==> src/rtl/vga_timing_gen.sv <==
// VGA raster timing: pixel tick divider, h/v counters, delayed syncs.
// Optional completed-frame counter enabled by FRAME_COUNT_EN.
module vga_timing_gen #(
   parameter int H_DISPLAY = 640,
   parameter int H_FRONT   = 16,
   parameter int H_SYNC    = 96,
   parameter int H_BACK    = 48,
   parameter int V_DISPLAY = 480,
   parameter int V_FRONT   = 10,
   parameter int V_SYNC    = 2,
   parameter int V_BACK    = 33,
   parameter int CLK_DIV   = 4,
   parameter int PIPE_DLY  = 1
) (
   input  logic        clk_d,
   input  logic        reset_n,
   output logic [9:0]  x,
   output logic [9:0]  y,
   output logic        video_on,
   output logic        p_tick,
   output logic        hsync,
   output logic        vsync,
   output logic        frame_start,
   output logic [15:0] frame_cnt
);

   localparam int H_TOTAL = H_DISPLAY + H_FRONT + H_SYNC + H_BACK;
   localparam int V_TOTAL = V_DISPLAY + V_FRONT + V_SYNC + V_BACK;

   localparam logic [9:0]  H_LAST   = 10'(H_TOTAL - 1);
   localparam logic [9:0]  V_LAST   = 10'(V_TOTAL - 1);
   localparam logic [10:0] H_VIS    = 11'(H_DISPLAY);
   localparam logic [10:0] V_VIS    = 11'(V_DISPLAY);
   localparam logic [10:0] HS_BEG   = 11'(H_DISPLAY + H_FRONT);
   localparam logic [10:0] HS_END   = 11'(H_DISPLAY + H_FRONT + H_SYNC);
   localparam logic [10:0] VS_BEG   = 11'(V_DISPLAY + V_FRONT);
   localparam logic [10:0] VS_END   = 11'(V_DISPLAY + V_FRONT + V_SYNC);
   localparam logic [3:0]  DIV_LAST = 4'(CLK_DIV - 1);

   if (H_TOTAL > 1024 || V_TOTAL > 1024) begin : g_bad_total
      $error("vga_timing_gen: H_TOTAL/V_TOTAL must be <= 1024");
   end
   if (CLK_DIV < 1 || CLK_DIV > 16) begin : g_bad_div
      $error("vga_timing_gen: CLK_DIV must be 1..16");
   end
   if (PIPE_DLY < 0 || PIPE_DLY > 4) begin : g_bad_dly
      $error("vga_timing_gen: PIPE_DLY must be 0..4");
   end

   logic       run;
   logic [3:0] div_cnt;
   logic [9:0] h_cnt;
   logic [9:0] v_cnt;
   logic       h_wrap;
   logic       hs_raw;
   logic       vs_raw;

   always_ff @(posedge clk_d or negedge reset_n) begin
      if (!reset_n) begin
         run <= 1'b0;
      end else begin
         run <= 1'b1;
      end
   end

   always_ff @(posedge clk_d or negedge reset_n) begin
      if (!reset_n) begin
         div_cnt <= 4'd0;
      end else if (run) begin
         div_cnt <= p_tick ? 4'd0 : div_cnt + 4'd1;
      end
   end

   assign p_tick = run && (div_cnt == DIV_LAST);
   assign h_wrap = (h_cnt == H_LAST);

   always_ff @(posedge clk_d or negedge reset_n) begin
      if (!reset_n) begin
         h_cnt <= 10'd0;
         v_cnt <= 10'd0;
      end else if (p_tick) begin
         if (h_wrap) begin
            h_cnt <= 10'd0;
            v_cnt <= (v_cnt == V_LAST) ? 10'd0 : v_cnt + 10'd1;
         end else begin
            h_cnt <= h_cnt + 10'd1;
         end
      end
   end

   assign x = h_cnt;
   assign y = v_cnt;

   assign video_on = run
                  && ({1'b0, h_cnt} < H_VIS)
                  && ({1'b0, v_cnt} < V_VIS);

   assign hs_raw = !(({1'b0, h_cnt} >= HS_BEG)
                  && ({1'b0, h_cnt} < HS_END));
   assign vs_raw = !(({1'b0, v_cnt} >= VS_BEG)
                  && ({1'b0, v_cnt} < VS_END));

   assign frame_start = p_tick && h_wrap && (v_cnt == V_LAST);

   // Syncs trail x/y so they line up with the renderers' registered RGB.
   if (PIPE_DLY == 0) begin : g_sync_comb
      assign hsync = hs_raw;
      assign vsync = vs_raw;
   end else begin : g_sync_pipe
      logic [PIPE_DLY-1:0] hs_q;
      logic [PIPE_DLY-1:0] vs_q;
      logic [PIPE_DLY:0]   hs_nx;
      logic [PIPE_DLY:0]   vs_nx;

      assign hs_nx = {hs_q, hs_raw};
      assign vs_nx = {vs_q, vs_raw};

      always_ff @(posedge clk_d or negedge reset_n) begin
         if (!reset_n) begin
            hs_q <= '1;
            vs_q <= '1;
         end else begin
            hs_q <= hs_nx[PIPE_DLY-1:0];
            vs_q <= vs_nx[PIPE_DLY-1:0];
         end
      end

      assign hsync = hs_q[PIPE_DLY-1];
      assign vsync = vs_q[PIPE_DLY-1];
   end

`ifdef FRAME_COUNT_EN
   logic [15:0] fcnt_q;

   always_ff @(posedge clk_d or negedge reset_n) begin
      if (!reset_n) begin
         fcnt_q <= 16'h0000;
      end else if (frame_start) begin
         fcnt_q <= fcnt_q + 16'h0001;
      end
   end

   assign frame_cnt = fcnt_q;
`else
   assign frame_cnt = 16'h0000;
`endif

endmodule
==> config.mk <==
export PLATFORM = sky130hd
export DESIGN_NAME = vga_timing_gen
export DESIGN_NICKNAME = d
export VERILOG_FILES = /design/src/rtl/vga_timing_gen.sv
export SDC_FILE = /design/constraint.sdc
export NUM_CORES = 1
export LEC_CHECK = 0
export BUFFER_PORTS_ARGS = -buffer_cell sky130_fd_sc_hd__buf_4
export CAP_MARGIN = 10
export CORE_MARGIN = 2
export CORE_UTILIZATION = 52
export CTS_CLUSTER_SIZE = 16
export DETAILED_ROUTE_END_ITERATION = 6
export PLACE_DENSITY_LB_ADDON = 0.3
export SYNTH_ARGS = -nofsm -noshare
export SYNTH_HDL_FRONTEND = slang
export SYNTH_SLANG_ARGS = --single-unit
==> constraint.sdc <==
create_clock -name clk_d -period 6.7 [get_ports clk_d]
set_clock_uncertainty 0.15 [all_clocks]
set_input_delay 0.67 -clock clk_d [delete_from_list [all_inputs] [get_ports clk_d]]
set_output_delay 0.67 -clock clk_d [all_outputs]
set_load 0.05 [all_outputs]
==> results.toml <==
[clock_tree]
post_cts_buffers = 0
ctsHoldBuffers = 0
clk_pin_slew_worst_paths_ps = 130
cts_tree = "done"
cts_inserted_buffers = 3
cts-root-buf = "clkbuf_4"
cts.path.max_buffers = 2
cts_resized = 0
cts_sinks = 27
clock_latency_ps = 310
htree_levels = 1

[placed_design]
placedCellCount = 203
port_buffers = 26
gp_congestion = 0.906
place_area_mm2 = 0.00163
hpwl_mm = 2.14

[yosys]
synthArstFlopShare_pct = 100
synth_area_mm2 = 0.00146
ys_seq_area_share_pct = 46.3
syn_area_per_cell_um2 = 9.76
yosys.area.top_type = "dfrtp_1"
ys_ff_latch = 27
synth_area_leaders = "dfrtp_1 (43%), buf_4 (8.2%), nand2_1 (4.4%), ha_1 (4.3%), dfstp_2 (3.6%)"
yosys_most_used_dff = "dfrtp_1"
synth_edf_count = 0
synthCells = 150
yosysTopAreaCellShare_pct = 42.7
yosys.cell_types.count = 34
yosys_warnings = 0

[finish]
fin_cells = 207
fin_area_mm2 = 0.00165
layout.nets = 184
layout_commonest_cell = "buf_4"
diodes = 0
drive_above_1_share_pct = 19.9
fillers = 259
final_cell_mix = "buf_4 (27), dfrtp_1 (25), nand2_1 (17), conb_1 (17), nor2_1 (10)"
final_util_pct = 60.9
synthToLayoutAreaGrowth_pct = 12.8

[sta]
finalCritPeriodShare_pct = 48.1
max-slew-margin-rel_pct = 64.9
finalSetupViolCount = 0
rsz0062_at_grt = "false"
drv_slew = 0
max_freq_ghz = 0.311
post-route-min-period_ps = 3220
setup_tns_ps = 0
hold_viol_final = 0
tightestPinTransition_ps = 522

[worst_setup_path]
cp-start-kind = "flop"
crit_arrival_ps = 2400
worstSetupPathType = "reg -> out"
cp-end-kind = "output pin"
worst-path-max-fanout = 10
cp.required_ps = 5880
ff2ff_setup_slack_ps = 4190

[grt]
grt_pass1_vias = 1075
grt_pass1_wl_mm = 4.82
grt_usage_pct = 18.6
grt_max_degree = 28
antenna_found_initial = 0
gr-total-overflow = 0

[die]
dieArea_mm2 = 0.00326
io_pins = 43
die_y_um = 57.1
rows = 19
core-area_mm2 = 0.00271
initial_core_util_pct = 54.0
dieWidth_um = 57.1

[detailed_routing]
wl_per_cell_um = 13.4
first_pass_iters = 4
vias_per_cell = 5.35
vias = 1107
detail-route-antenna-nets = 0
drt-total-wl_mm = 2.77
drc = 0
drtIter0Drc = 21

[power]
vdd_drop_max_v = 0.000175
p_leak_nw = 0.842
finalPower_uw = 396
p_per_area_mw_per_mm2 = 240

[run]
maxCapViolCount = 0

[worst_hold_path]
hold_path.class = "in -> async"

[outcome]
outcome = "finished clean"
registers in the layout (all words and copies together), names as in the netlist:
signal   flops
hsync        1
run          1
div_cnt      4
y           10
vsync        1
x           10
kinds of logic after synthesis:
family,count (synthesis),synth area share [%]
other,2,0.513
flip-flops,27,46.3
AND/OR/NAND/NOR,62,22.7
multiplexers,4,2.99
buffers and inverters,25,10.6
XOR/XNOR,11,6.58
adder cells (fa/ha/maj),5,4.27
AO/OA/AOI/OAI,14,6.07
report_power, final:
group	internal (mW)	total [mW]	switching, mW
Sequential	0.180	0.200	0.0204
Combinational	0.0364	0.129	0.0925
Clock	0.0232	0.0670	0.0438
cells in the mapped netlist, drive strengths merged, types with 2 or more instances:
library cell and count:
and4 2, nand2 17, and3 3, clkbuf 3, xnor2 5, dfstp 2, conb 2, xor2 6
o21ai 5, nor3 6, or4 3, nand3 7, a21oi 4, nor2 10, nor4 2, nand4 6
inv 5, mux2 3, ha 5, buf 17, dfrtp 25
worst max-delay path, stage by stage, from the launching register on:
cell and delay [ps]:
dfrtp_1 410, ha_1 200, nand4bb_1 310, or4_1 790, nor2_1 170, buf_4 210
path summary, 6_finish.rpt:
check / end / startpoint / depth (start not counted)
setup / recovery: frame_start / div_cnt[0] / 5
min in group clk_d: div_cnt[3] / div_cnt[3] / 1
setup reg to reg: y[4] / div_cnt[0] / 5
hold / removal: x[4] / reset_n / 1
max in group asynchronous: vsync / reset_n / 1
hold reg to reg: div_cnt[3] / div_cnt[3] / 1
stage by stage:
| stage | setup WS, ps | hold WS [ps] |
|---|---|---|
| detailed placement | 3850 | 339 |
| floorplan | 3460 | 224 |
| global placement | 3960 | 330 |
| CTS | 3480 | 87.8 |
| global route | 3330 | 87.6 |
| finish | 3480 | 87.8 |
final cells by class:
class	instances	area [um^2]	share of cell area, %
clock buffer	4	26.3	1.59
tap	31	38.8	2.35
multi-input combinational	113	687	41.6
timing repair buffer	27	203	12.3
sequential	27	678	41.1
inverter	5	18.8	1.14
per-layer routing:
| metal | track usage (%) | vias to the layer above | wire [um] |
|---|---|---|---|
| li1 | - | 540 | - |
| met2 | 31.0 | 28 | 1410 |
| met5 | 0 | - | 0 |
| met4 | 7.31 | 0 | 36 |
| met3 | 2.27 | 6 | 105 |
| met1 | 24.7 | 533 | 1220 |
No activity file was read; power rests on OpenSTA's default activity.
